<file path="src/rtl/tone_sequencer_pkg.sv">
`default_nettype none
// ============================================================================
// Module   : tone_sequencer_pkg
// Purpose  : Shared register map, command bits, status layout and FSM states
//            for the tone sequencer.
// Revision : 1.0 - initial release
// ============================================================================
package tone_sequencer_pkg;

   // Register byte addresses
   localparam logic [15:0] ADDR_NOTE = 16'h0000;
   localparam logic [15:0] ADDR_CMD  = 16'h0004;
   localparam logic [15:0] ADDR_CFG  = 16'h0008;

   // Command register bit indices
   localparam int CMD_START = 0;
   localparam int CMD_STOP  = 1;
   localparam int CMD_CLEAR = 2;

   // Status register bit positions
   localparam int ST_BUSY    = 0;
   localparam int ST_FULL    = 1;
   localparam int ST_EMPTY   = 2;
   localparam int ST_OVF     = 3;
   localparam int ST_LEN_LSB = 8;
   localparam int ST_IDX_LSB = 16;

   // Sequencer states
   typedef enum logic [1:0] {
      S_IDLE = 2'd0,
      S_LOAD = 2'd1,
      S_PLAY = 2'd2,
      S_GAP  = 2'd3
   } state_t;

endpackage
`default_nettype wire

</file>
<file path="src/rtl/tone_sequencer_ms_tick_gen.sv">
`default_nettype none
// ============================================================================
// Module   : ms_tick_gen
// Purpose  : Free-running prescaler; one-cycle tick every CLOCK_FREQ_HZ/1000
//            clocks (one tick per millisecond).
// Revision : 1.0 - initial release
// ============================================================================
module ms_tick_gen #(
   parameter int CLOCK_FREQ_HZ = 20000000
) (
   input  logic clk,
   input  logic resetn,
   output logic tick
);
   // A divider below 2 would make the counter degenerate, so clamp it.
   localparam int DIV = ((CLOCK_FREQ_HZ / 1000) > 1) ? (CLOCK_FREQ_HZ / 1000) : 2;
   localparam int CW  = $clog2(DIV);
   localparam logic [CW-1:0] LAST = CW'(DIV - 1);

   logic [CW-1:0] cnt;

   // Wrap-around divider counter
   always_ff @(posedge clk or negedge resetn) begin
      if (!resetn)          cnt <= '0;
      else if (cnt == LAST) cnt <= '0;
      else                  cnt <= cnt + CW'(1);
   end

   assign tick = (cnt == LAST);

endmodule
`default_nettype wire

</file>
<file path="src/rtl/tone_sequencer.sv">
`default_nettype none
// ============================================================================
// Module   : tone_sequencer
// Purpose  : Bus-loaded note table played in order into the tone generator
//            period input, with optional inter-note gap and looping.
// Revision : 1.0 - initial release
// ============================================================================
module tone_sequencer
   import tone_sequencer_pkg::*;
#(
   parameter int CLOCK_FREQ_HZ = 20000000,
   parameter int DEPTH         = 16
) (
   input  logic        clk,
   input  logic        resetn,
   input  logic [3:0]  ctrl_wr,
   input  logic        ctrl_rd,
   input  logic [15:0] ctrl_addr,
   input  logic [31:0] ctrl_wdat,
   output logic [31:0] ctrl_rdat,
   output logic        ctrl_done,
   output logic [31:0] tone_period,
   output logic        tone_mute,
   output logic        busy,
   output logic        seq_done
);
   localparam int IW = $clog2(DEPTH);
   localparam int LW = IW + 1;
   localparam logic [LW-1:0] FULL_LEN = LW'(DEPTH);

   logic          tick;
   logic [31:0]   table_mem [DEPTH];
   logic [LW-1:0] length;
   logic [IW-1:0] index, index_nx, adv_index;
   logic [15:0]   gap_ms, ms_cnt, ms_cnt_nx, period_r;
   logic          loop_en, ovf, full;
   state_t        state, state_nx, adv_state;
   logic          adv_done, play_enter, mute_nx, seq_done_nx;
   logic          acc, wr_acc, rd_acc;
   logic          wr_note, wr_cfg, cmd_start, cmd_stop, cmd_clear;
   logic [31:0]   cur_entry, status, rd_mux;
   logic [15:0]   cur_period, cur_dur;

   ms_tick_gen #(.CLOCK_FREQ_HZ(CLOCK_FREQ_HZ)) u_tick (
      .clk    (clk),
      .resetn (resetn),
      .tick   (tick)
   );

   assign acc       = (|ctrl_wr || ctrl_rd) && !ctrl_done;
   assign wr_acc    = acc && |ctrl_wr;
   assign rd_acc    = acc && ctrl_rd;
   assign wr_note   = wr_acc && (ctrl_addr == ADDR_NOTE);
   assign wr_cfg    = wr_acc && (ctrl_addr == ADDR_CFG);
   assign cmd_clear = wr_acc && (ctrl_addr == ADDR_CMD) && ctrl_wdat[CMD_CLEAR];
   assign cmd_stop  = wr_acc && (ctrl_addr == ADDR_CMD) && ctrl_wdat[CMD_STOP];
   assign cmd_start = wr_acc && (ctrl_addr == ADDR_CMD) && ctrl_wdat[CMD_START];
   assign full      = (length == FULL_LEN);

   assign cur_entry   = table_mem[index];
   assign cur_period  = cur_entry[15:0];
   assign cur_dur     = cur_entry[31:16];
   assign tone_period = {16'b0, period_r};
   assign busy        = (state != S_IDLE);

   // Status word assembly
   always_comb begin
      status                     = '0;
      status[ST_BUSY]            = busy;
      status[ST_FULL]            = full;
      status[ST_EMPTY]           = (length == '0);
      status[ST_OVF]             = ovf;
      status[ST_LEN_LSB +: 5]    = 5'(length);
      status[ST_IDX_LSB +: 5]    = 5'(index);
   end

   // Read data multiplexer; unmapped or write-only addresses read as zero
   always_comb begin
      rd_mux = '0;
      if (ctrl_addr == ADDR_NOTE)     rd_mux = status;
      else if (ctrl_addr == ADDR_CFG) rd_mux = {15'b0, loop_en, gap_ms};
   end

   // Bus acknowledge and registered read data
   always_ff @(posedge clk or negedge resetn) begin
      if (!resetn) begin
         ctrl_done <= 1'b0;
         ctrl_rdat <= '0;
      end else begin
         ctrl_done <= acc;
         ctrl_rdat <= rd_acc ? rd_mux : '0;
      end
   end

   // Table fill level, overflow flag and playback configuration
   always_ff @(posedge clk or negedge resetn) begin
      if (!resetn) begin
         length  <= '0;
         ovf     <= 1'b0;
         gap_ms  <= '0;
         loop_en <= 1'b0;
      end else begin
         if (cmd_clear) begin
            length <= '0;
            ovf    <= 1'b0;
         end else if (wr_note) begin
            if (full) ovf    <= 1'b1;
            else      length <= length + LW'(1);
         end
         if (wr_cfg) begin
            gap_ms  <= ctrl_wdat[15:0];
            loop_en <= ctrl_wdat[16];
         end
      end
   end

   // Note table storage; contents deliberately survive reset
   always_ff @(posedge clk) begin
      if (wr_note && !full) table_mem[length[IW-1:0]] <= ctrl_wdat;
   end

   // Where the sequence goes once the current note (and gap) is finished
   always_comb begin
      adv_state = S_IDLE;
      adv_index = index;
      adv_done  = 1'b0;
      if ((LW'(index) + LW'(1)) < length) begin
         adv_state = S_LOAD;
         adv_index = index + IW'(1);
      end else if (loop_en) begin
         adv_state = S_LOAD;
         adv_index = '0;
      end else begin
         adv_done = 1'b1;
      end
   end

   // State register
   always_ff @(posedge clk or negedge resetn) begin
      if (!resetn) state <= S_IDLE;
      else         state <= state_nx;
   end

   // Next-state and datapath control; bus commands override note timing
   always_comb begin
      state_nx    = state;
      index_nx    = index;
      ms_cnt_nx   = ms_cnt;
      play_enter  = 1'b0;
      seq_done_nx = 1'b0;
      if (cmd_clear || cmd_stop) begin
         state_nx = S_IDLE;
         if (cmd_clear) index_nx = '0;
      end else if (cmd_start && (length != '0)) begin
         state_nx = S_LOAD;
         index_nx = '0;
      end else begin
         case (state)
            S_IDLE: state_nx = S_IDLE;
            S_LOAD: begin
               // Ticks are ignored here; zero-duration notes are skipped
               if (cur_dur == 16'd0) begin
                  state_nx    = adv_state;
                  index_nx    = adv_index;
                  seq_done_nx = adv_done;
               end else begin
                  state_nx   = S_PLAY;
                  ms_cnt_nx  = cur_dur;
                  play_enter = 1'b1;
               end
            end
            S_PLAY: begin
               if (tick) begin
                  if (ms_cnt <= 16'd1) begin
                     if (gap_ms != 16'd0) begin
                        state_nx  = S_GAP;
                        ms_cnt_nx = gap_ms;
                     end else begin
                        state_nx    = adv_state;
                        index_nx    = adv_index;
                        seq_done_nx = adv_done;
                     end
                  end else begin
                     ms_cnt_nx = ms_cnt - 16'd1;
                  end
               end
            end
            S_GAP: begin
               if (tick) begin
                  if (ms_cnt <= 16'd1) begin
                     state_nx    = adv_state;
                     index_nx    = adv_index;
                     seq_done_nx = adv_done;
                  end else begin
                     ms_cnt_nx = ms_cnt - 16'd1;
                  end
               end
            end
            default: state_nx = S_IDLE;
         endcase
      end
      // Mute follows the note on entry to PLAY, and is forced in IDLE/GAP;
      // LOAD holds the previous value so back-to-back notes do not click.
      mute_nx = tone_mute;
      if (play_enter)                                    mute_nx = (cur_period == 16'd0);
      else if ((state_nx == S_IDLE) || (state_nx == S_GAP)) mute_nx = 1'b1;
   end

   // Sequencer datapath registers
   always_ff @(posedge clk or negedge resetn) begin
      if (!resetn) begin
         index     <= '0;
         ms_cnt    <= '0;
         period_r  <= '0;
         tone_mute <= 1'b1;
         seq_done  <= 1'b0;
      end else begin
         index     <= index_nx;
         ms_cnt    <= ms_cnt_nx;
         tone_mute <= mute_nx;
         seq_done  <= seq_done_nx;
         if (play_enter) period_r <= cur_period;
      end
   end

endmodule
`default_nettype wire

</file>
<file path="config.mk">
export PLATFORM = sky130hd
export DESIGN_NAME = tone_sequencer
export DESIGN_NICKNAME = d
export VERILOG_FILES = /design/src/rtl/tone_sequencer_pkg.sv /design/src/rtl/tone_sequencer_ms_tick_gen.sv /design/src/rtl/tone_sequencer.sv
export SDC_FILE = /design/constraint.sdc
export NUM_CORES = 1
export LEC_CHECK = 0
export CORE_MARGIN = 2
export CORE_UTILIZATION = 61
export DETAILED_ROUTE_END_ITERATION = 10
export PLACE_DENSITY = 0.84
export SYNTH_ARGS = -nofsm -noshare
export SYNTH_HDL_FRONTEND = slang
export SYNTH_HIERARCHICAL = 1
export SYNTH_SLANG_ARGS = --single-unit
</file>
<file path="constraint.sdc">
create_clock -name clk -period 9.8 [get_ports clk]
set_input_delay 0.98 -clock clk [delete_from_list [all_inputs] [get_ports clk]]
set_output_delay 0.98 -clock clk [all_outputs]
set_load 0.02 [all_outputs]
</file>
==> results.cfg, run 1 <==
[sta]
setup_viol = 0
final.min_clock_period_ns = 5.34
setup_tns_ns = 0
rsz0062_at_grt = no
max_freq_mhz = 187
fin_worst_skew_ns = 0.0252
final-max-slew-violation-count = 0
worst-slew-pin-transition_ns = 1.18
slew_headroom_pct = 20.7
finalHoldViolCount = 0
period_share_pct = 54.5

[floorplanning]
pin_count = 123
die_w_um = 204
rows = 73
fp.dieH_um = 204
coreArea_um2 = 39700
die-area_um2 = 41800
initial_utilization_pct = 61.7

[worst_setup_path]
cpMaxStageDelayCell = nand2_1
path_max_fanout = 59
cp-startpoint = index[1]
worstReg2RegEnd = index[3]
worstPathArrival_ns = 5.83
crit_required_ns = 10.29
path_common_cell = nand2_1
cp-end-kind = flip-flop
rr_startpoint = index[1]
cp-start-kind = flip-flop
crit_type = reg2reg
rr_worst_depth = 10
rrSetupSlack_ns = 4.46
worstPathCellList = buf_4 > buf_4 > mux4_2 > a22oi_1 > nand2_1 > nor4_1 > nand4_1 > nand2_1 > nand2_1 > mux2_1
critPathMaxStageDelay_ns = 0.91

[cells_and_area]
fin_nets = 1473
final_cell_area_um2 = 27800
area_delta_synth_final_pct = 13.4
antenna_cells = 0
drive_above_1_share_pct = 22.9

[logic_synthesis]
seq_area_frac_synth_pct = 72.8
postSynth.asyncResetShare_pct = 16.2
synth_cells = 1285
synthFlopType = edfxtp_1
synth_area_um2 = 24500
yosysWarnings = 6
syn_area_per_cell_um2 = 19.1
synth_edf_count = 512
synth_cell_type_count = 73
ys_ff_latch = 611

[pwr]
swShare_pct = 19.9
irDropWorstVdd_mv = 0.170
powerDensity_nw_per_um2 = 183
cellLeakagePower_nw = 9.34
intPower_mw = 4.07
clkPwrFrac_pct = 42.8
pwr-share-seq_pct = 55.5
switchingPower_mw = 1.01
combPwrFrac_pct = 1.6

[route]
drc = 0
avgRoutedWirePerCell_um = 29.4
ant_nets = 0
drt_iter0_markers = 1556
drt_pre_antenna_iters = 6
viasPerCell = 6.67
vias = 13207
routed_wirelength_mm = 58.2

[grt]
grt_max_degree = 111
grt_antenna_before_repair = 0
grt_pass1_vias = 13509
grt_pass1_wl_mm = 86.3
grt.total_usage_pct = 28.8
overflow = 0

[clock_tree]
clk_latency_ns = 0.63
cts_buffers = 59
clockRootBuffer = clkbuf_16
cts_max_level = 2
cts_tree = yes
clockBufferDepth = 3
cts_resized = 0
postCtsSetupRepairBufs = 0
path_clk_slew_ns = 0.06
cts_sinks = 611
hold_buffers = 0

[placed_design]
dp_hpwl_mm = 32.3
gp_congestion = 0.890
io_buffers = 94
dpl-instance-area_um2 = 26000

[run]
drv_cap = 0

[status]
status = finished clean

[worst_hold_path]
hold_class = in2async
[cell usage in the layout (no fill, tap or decap), types with 8 or more instances in the layout]
cell / Yosys / final
edfxtp_1: 512 / 512
mux4_2: 144 / 144
dfrtp_1: 98 / 96
clkdlybuf4s50_1: 0 / 93
clkbuf_16: 0 / 60
nor2_1: 53 / 51
nand2_1: 46 / 46
mux2_2: 35 / 35
a22oi_1: 32 / 32
buf_4: 37 / 29
conb_1: 1 / 28
nor4_1: 25 / 25
a21oi_1: 19 / 19
clkbuf_1: 33 / 19
o21ai_0: 16 / 16
nor3_1: 15 / 15
nand3_1: 14 / 14
inv_1: 14 / 14
o21ai_1: 14 / 14
xnor2_1: 12 / 12
and2_2: 0 / 12
ha_1: 12 / 12
clkinv_2: 0 / 12
and3_1: 13 / 10
nand4_1: 10 / 10
mux2i_1: 9 / 9
xor2_1: 8 / 8
[power groups by stage]
stage	combinational [mW]	clock (mW)	sequential (mW)
after floorplan	0.0266	0	2.87
after global placement	0.0786	0	2.87
after detailed placement	0.0824	0	2.87
after CTS	0.0824	2.20	2.82
after global routing	0.0906	2.29	2.82
final	0.0829	2.18	2.82
[how the worst max path moves through the flow]
stage / to / slack [ns] / depth (start not counted)
after CTS: index[3] / 4.56 / 10
after floorplan: table_mem[0][0] / 5.99 / 5
after global routing: index[3] / 4.20 / 10
after global placement: index[3] / 4.70 / 10
after detailed placement: index[3] / 4.61 / 10
final: index[3] / 4.46 / 10
[stage by stage]
| stage | total power [mW] | hold WS, ns | worst slack (ns) | utilization, % | instances |
|---|---|---|---|---|---|
| after floorplan | 2.90 | 0.453 | 5.99 | - | 1312 |
| after global placement | 2.95 | 0.466 | 4.70 | 65.3 | 1870 |
| after detailed placement | 2.96 | 0.479 | 4.61 | 65.3 | 1870 |
| after CTS | 5.10 | 0.322 | 4.56 | 70.0 | 1979 |
| after global routing | 5.20 | 0.371 | 4.20 | 70.0 | 1979 |
| final | 5.08 | 0.328 | 4.46 | 70.0 | 1979 |
[layout make-up]
| class | instances | area (um^2) |
|---|---|---|
| Sequential cell | 611 | 17900 |
| Inverter | 15 | 56.3 |
| Clock buffer | 81 | 1600 |
| Fill cell | 2394 | 11900 |
| Tap cell | 525 | 657 |
| Multi-Input combinational cell | 596 | 6220 |
| Clock inverter | 28 | 246 |
| Timing Repair Buffer | 123 | 1170 |
[layer usage]
metal / GRT usage [%] / wire length (um) / vias up
met5: 0 / 0 / -
met4: 12.0 / 2200 / 0
met3: 4.24 / 5160 / 154
met2: 48.1 / 29700 / 855
met1: 38.7 / 21100 / 6789
li1: - / - / 5409
[worst max-delay path, delay by kind of cell (launching register included)]
kind                   cells  cell delay (ns)
AND/OR/NAND/NOR            5             1.97
AO/OA/AOI/OAI              1             0.22
flip-flops                 1             0.62
multiplexers               2             0.81
buffers and inverters      2             1.48
[flip-flops by register name, summed over array words and instances (netlist names)]
register    cells
ctrl_done       1
ctrl_rdat      20
gap_ms         16
index           4
length          5
loop_en         1
ms_cnt         16
ovf             1
period_r       16
seq_done        1
state           2
table_mem     512
tone_mute       1
u_tick/cnt     15
[Yosys cell counts (8+ instances only)]
cell type | number | area share, %
xor2_1 | 8 | 0.29
mux2i_1 | 9 | 0.37
edfxtp_1 | 512 | 63
dfrtp_1 | 98 | 10
and2_1 | 15 | 0.38
nor3_1 | 15 | 0.31
and3_1 | 13 | 0.33
mux4_2 | 144 | 13
buf_2 | 8 | 0.16
clkbuf_1 | 33 | 0.51
nand2_1 | 46 | 0.70
nor2_1 | 53 | 0.81
a21oi_1 | 19 | 0.39
inv_1 | 14 | 0.21
nand4_1 | 10 | 0.26
mux2_2 | 35 | 1.6
ha_1 | 12 | 0.61
o21ai_0 | 16 | 0.33
nor4_1 | 25 | 0.64
buf_4 | 37 | 1.1
xnor2_1 | 12 | 0.43
a22oi_1 | 32 | 0.98
o21ai_1 | 14 | 0.29
nand3_1 | 14 | 0.29
[cell families (layout without fill, tap and decap cells)]
family                   Yosys count  count (layout)  share of synthesized area (%)
multiplexers                     189             189                           15.2
flip-flops                       611             611                           72.8
AO/OA/AOI/OAI                    122             122                           3.39
buffers and inverters            105             247                           2.40
other                              1              28                         0.0153
adder cells (fa/ha/maj)           12              12                          0.612
AND/OR/NAND/NOR                  225             225                           4.81
XOR/XNOR                          20              20                          0.714
Power figures use the tool's default switching activity.
==> inputs of run 2 (changes only) <==
- CORE_UTILIZATION: 61 -> 54
- PLACE_DENSITY: 0.84 -> 0.79
- clock period: 9.8 -> 4.8 ns (I/O delays scaled with it)
==> results.cfg, run 2 (same netlist as run 1, synthesis figures left out) <==
[cells_and_area]
drive_above_1_share_pct = 23.3
largest_reg_flops = 512
final_cell_area_um2 = 28100
multi_input_area_um2 = 6220
area_delta_synth_final_pct = 14.5
fin_nets = 1481
layout_common_cells = 512 x edfxtp_1, 144 x mux4_2, 96 x dfrtp_1, 93 x clkdlybuf4s50_1, 61 x clkbuf_16
seq_area_um2 = 17900
antenna_cells = 0
nFillCells = 3088
mostFrequentLayoutCell = edfxtp_1

[worst_setup_path]
rrSetupSlack_ns = 0.92
cpMaxStageDelayCell = dfrtp_4
path_max_fanout = 21
worstPathCellList = buf_4 > mux4_2 > a22oi_1 > nand2_1 > nor4_1 > nand4_1 > nand2_1 > buf_4 > nand2_1 > mux2_1
cp-end-kind = flip-flop
crit_type = reg2reg
crit_required_ns = 5.28
worstPathArrival_ns = 4.36
cp_top_family = simple AND/OR/NAND/NOR gates
path_buf_inv = 2
critPathMaxStageDelay_ns = 0.61
cp-start-kind = flip-flop
path_common_cell = nand2_1

[clock_tree]
cts_buffers = 59
cts_resized = 0
postCtsSetupRepairBufs = 0
cts_max_level = 2
path_clk_slew_ns = 0.06
clk_latency_ns = 0.61
cts_sinks = 611
cts_tree = yes
clockBufferDepth = 3
clockRootBuffer = clkbuf_16

[sta]
fin_worst_skew_ns = 0.0157
slew_headroom_pct = 23.9
final.min_clock_period_ns = 3.88
max_freq_mhz = 258
rsz0062_at_grt = no
period_share_pct = 80.8
final-max-slew-violation-count = 0
setup_viol = 0
finalHoldViolCount = 0
finalWorstSetupSlack_ns = 0.924
worst-slew-pin-transition_ns = 1.13
setup_tns_ns = 0

[floorplanning]
die-area_um2 = 47100
coreArea_um2 = 45100
pin_count = 123
fp.dieH_um = 217
initial_utilization_pct = 54.4
rows = 78
die_w_um = 217

[pwr]
powerDensity_nw_per_um2 = 374
combPwrFrac_pct = 1.8
swShare_pct = 19.6
switchingPower_mw = 2.06
pwr-share-seq_pct = 54.8
clkPwrFrac_pct = 43.4
irDropWorstVdd_mv = 0.295
cellLeakagePower_nw = 9.42
intPower_mw = 8.44

[placed_design]
io_buffers = 94
gp_congestion = 0.873
dp_hpwl_mm = 34.5
dpl-instance-area_um2 = 26100
pre_cts_ws_ns = 0.764

[route]
drc = 0
viasPerCell = 6.26
drt_iter0_markers = 1629
routed_wirelength_mm = 56.2
avgRoutedWirePerCell_um = 27.3
drt_pre_antenna_iters = 6
vias = 12915
ant_nets = 0

[grt]
overflow = 0
grt_antenna_before_repair = 1
grt_pass1_wl_mm = 83.9
grt_max_degree = 53
grt_pass1_vias = 13129
grt.total_usage_pct = 24.3

[worst_hold_path]
hold_class = in2async

[run]
drv_cap = 0

[status]
status = finished clean
==> run 2: final timing paths <==
| kind | endpoint | startpoint | cells after the start |
|---|---|---|---|
| hold reg to reg | u_tick/cnt[0] | u_tick/cnt[0] | 1 |
| setup reg to reg | index[3] | index[0] | 10 |
| min in group clk | u_tick/cnt[0] | u_tick/cnt[0] | 1 |
| max in group asynchronous | ms_cnt[12] | resetn | 3 |
| hold / removal | period_r[10] | resetn | 2 |
| setup / recovery | index[3] | index[0] | 10 |
==> run 2: final cells by class <==
type                    count  area share [%]
flip-flops and latches    611            63.6
multi-input cells         596            22.1
clock buffers              76            5.75
repair buffers            131            4.52
well taps                 600            2.67
clock inverters            34            1.08
inverters                  15           0.201
==> run 2: stage by stage <==
step           power, mW  utilization, %  instances  hold slack (ns)
5_1_grt             10.8            62.3       2063            0.487
2_1_floorplan       5.92               -       1312            0.184
6_report            10.5            62.3       2063            0.442
3_3_place_gp        6.05            58.0       1952            0.470
3_5_place_dp        6.06            58.0       1952            0.477
4_1_cts             10.6            62.3       2063            0.440
==> run 2: what timing repair did <==
item,in CTS,in global routing
endpoints found under the hold margin,46,0
endpoints found under the setup margin,0,0
hold buffers,1,0
==> run 2: power groups by stage <==
| stage | Combinational, mW | Clock (mW) | Sequential (mW) |
|---|---|---|---|
| floorplan | 0.0542 | 0 | 5.87 |
| global placement | 0.182 | 0 | 5.87 |
| detailed placement | 0.188 | 0 | 5.87 |
| CTS | 0.190 | 4.62 | 5.76 |
| global route | 0.202 | 4.83 | 5.75 |
| finish | 0.187 | 4.56 | 5.76 |
==> run 2: worst reg2reg max path, cell delays in order, from the launching register on <==
cell and delay [ns]:
dfrtp_4 0.61, buf_4 0.37, mux4_2 0.58, a22oi_1 0.32
nand2_1 0.20, nor4_1 0.33, nand4_1 0.30, nand2_1 0.22
buf_4 0.31, nand2_1 0.16, mux2_1 0.36
==> run 2: routing by layer <==
| layer | global-route usage (%) | vias up | routed length, um |
|---|---|---|---|
| met2 | 41.8 | 668 | 29000 |
| met3 | 4.35 | 108 | 4460 |
| met1 | 31.6 | 6720 | 21000 |
| li1 | - | 5419 | - |
| met4 | 8.04 | 0 | 1760 |
| met5 | 0 | - | 0 |
==> inputs of run 3 (changes only) <==
- CORE_UTILIZATION: 54 -> 60
- PLACE_DENSITY: 0.79 -> 0.83
- clock period: 4.8 -> 3.95 ns (I/O delays scaled with it)
==> results.cfg, run 3 (same netlist as run 1, synthesis figures left out) <==
[grt]
grt_pass1_vias = 13642
grt_max_degree = 70
grt.total_usage_pct = 28.7
grt_antenna_before_repair = 1
grt_pass1_wl_mm = 87.1
overflow = 0

[sta]
slew_headroom_pct = 32.4
finalHoldViolCount = 0
setup_viol = 0
worst-slew-pin-transition_ns = 1.01
final-max-slew-violation-count = 0
max_freq_mhz = 265
fin_worst_skew_ns = 0.0247
rsz0062_at_grt = no
setup_tns_ns = 0
final.min_clock_period_ns = 3.78
period_share_pct = 95.7

[route]
drc = 0
avgRoutedWirePerCell_um = 29.5
met1_length_mm = 20.9
routed_wirelength_mm = 59.1
ant_nets = 0
drt_pre_antenna_iters = 5
viasPerCell = 6.62
vias = 13287
highest_layer = met5
met2_length_mm = 30.7
drt_iter0_markers = 1591
met3WireLength_mm = 4.97

[worst_setup_path]
path_buf_inv = 2
cp-end-kind = flip-flop
critPathMaxStageDelay_ns = 0.64
path_max_fanout = 22
rr_startpoint = index[0]
rr_worst_depth = 9
cp_top_family = simple AND/OR/NAND/NOR gates
worstPathArrival_ns = 4.28
crit_required_ns = 4.45
crit_type = reg2reg
cpMaxStageDelayCell = dfrtp_4
worstPathCellList = buf_12 > mux4_2 > a22oi_1 > nand2_1 > nor4_1 > nand4_1 > nand2_1 > buf_12 > mux2_2
worstReg2RegEnd = period_r[11]
rrSetupSlack_ns = 0.17
cp-start-kind = flip-flop

[clock_tree]
clockBufferDepth = 3
clockRootBuffer = clkbuf_16
cts_max_level = 2
postCtsSetupRepairBufs = 0
cts_sinks = 611
hold_buffers = 1
cts_buffers = 58
cts_resized = 0
clk_latency_ns = 0.62
path_clk_slew_ns = 0.06
cts_tree = yes

[run]
drv_cap = 0

[pwr]
switchingPower_mw = 2.50
clkPwrFrac_pct = 42.7
cellLeakagePower_nw = 9.50
intPower_mw = 10.1
powerDensity_nw_per_um2 = 447
p_total_mw = 12.6
swShare_pct = 19.9
irDropWorstVdd_mv = 0.536
pwr-share-seq_pct = 55.6
combPwrFrac_pct = 1.7

[floorplanning]
initial_utilization_pct = 60.5
coreArea_um2 = 40600
die_w_um = 206
rows = 74
die-area_um2 = 42500
fp.dieH_um = 206
pin_count = 123

[placed_design]
dp_hpwl_mm = 33.3
io_buffers = 94
gp_congestion = 0.930

[cells_and_area]
antenna_cells = 0
area_delta_synth_final_pct = 14.8
largest_reg_flops = 512
layout_common_cells = 512 x edfxtp_1, 144 x mux4_2, 96 x dfrtp_1, 93 x clkdlybuf4s50_1, 59 x clkbuf_16
mostFrequentLayoutCell = edfxtp_1
nFillCells = 2455
drive_above_1_share_pct = 23.7
fin_nets = 1493
fin_util_pct = 69.4

[status]
status = finished clean

[worst_hold_path]
hold_class = in2async
run 3: changes by cell type in the layout (fill, tap and decap cells not counted), sizes merged:
cell      before  now
clkinvlp       5    1
inv           14   15
buf           37   50
clkbuf        76   72
bufinv         5    4
clkinv        25   32
run 3: per-stage QoR:
step                      setup slack (ns)  area (um^2)  hold slack, ns  instances
after detailed placement             0.254        26300           0.449       1897
after global routing                0.0372        28200           0.401       2007
after floorplan                      0.724        24600          0.0994       1312
final                                0.169        28200           0.353       2007
after CTS                            0.246        28200           0.364       2007
after global placement               0.503        26300           0.450       1897
run 3: worst max path at each step:
stage	from	cells after the start	end
6_report	index[0]	9	period_r[11]
5_1_grt	index[0]	9	period_r[11]
4_1_cts	index[0]	9	period_r[11]
3_5_place_dp	index[0]	9	period_r[11]
3_3_place_gp	index[0]	9	period_r[14]
2_1_floorplan	ctrl_addr[1]	5	table_mem[0][0]
run 3: layout make-up:
type | count | area [um^2] | area share (%)
clock buffer | 72 | 1540 | 5.45
clock inverter | 37 | 300 | 1.07
inverter | 15 | 56.3 | 0.200
multi-input combinational | 596 | 6220 | 22.1
sequential | 611 | 17900 | 63.4
tap | 532 | 666 | 2.36
timing repair buffer | 144 | 1520 | 5.39
run 3: worst register-to-register path: cells and delay by family, from the launching register on:
kind	cells	cell delay [ns]
simple gates	4	1.26
mux	2	0.92
flops	1	0.64
buf+inv	2	0.48
compound gates	1	0.36
run 3: power groups by stage:
stage	Sequential, mW	Clock (mW)	Combinational (mW)
after global routing	6.99	5.66	0.234
after global placement	7.13	0	0.201
final	6.99	5.36	0.214
after detailed placement	7.13	0	0.211
after CTS	6.99	5.43	0.214
after floorplan	7.13	0	0.0659
run 3: routing by layer:
metal | up-vias | track usage (%)
li1 | 5435 | -
met1 | 6909 | 36.0
met2 | 772 | 49.4
met3 | 169 | 5.49
met4 | 2 | 12.5
met5 | - | 0
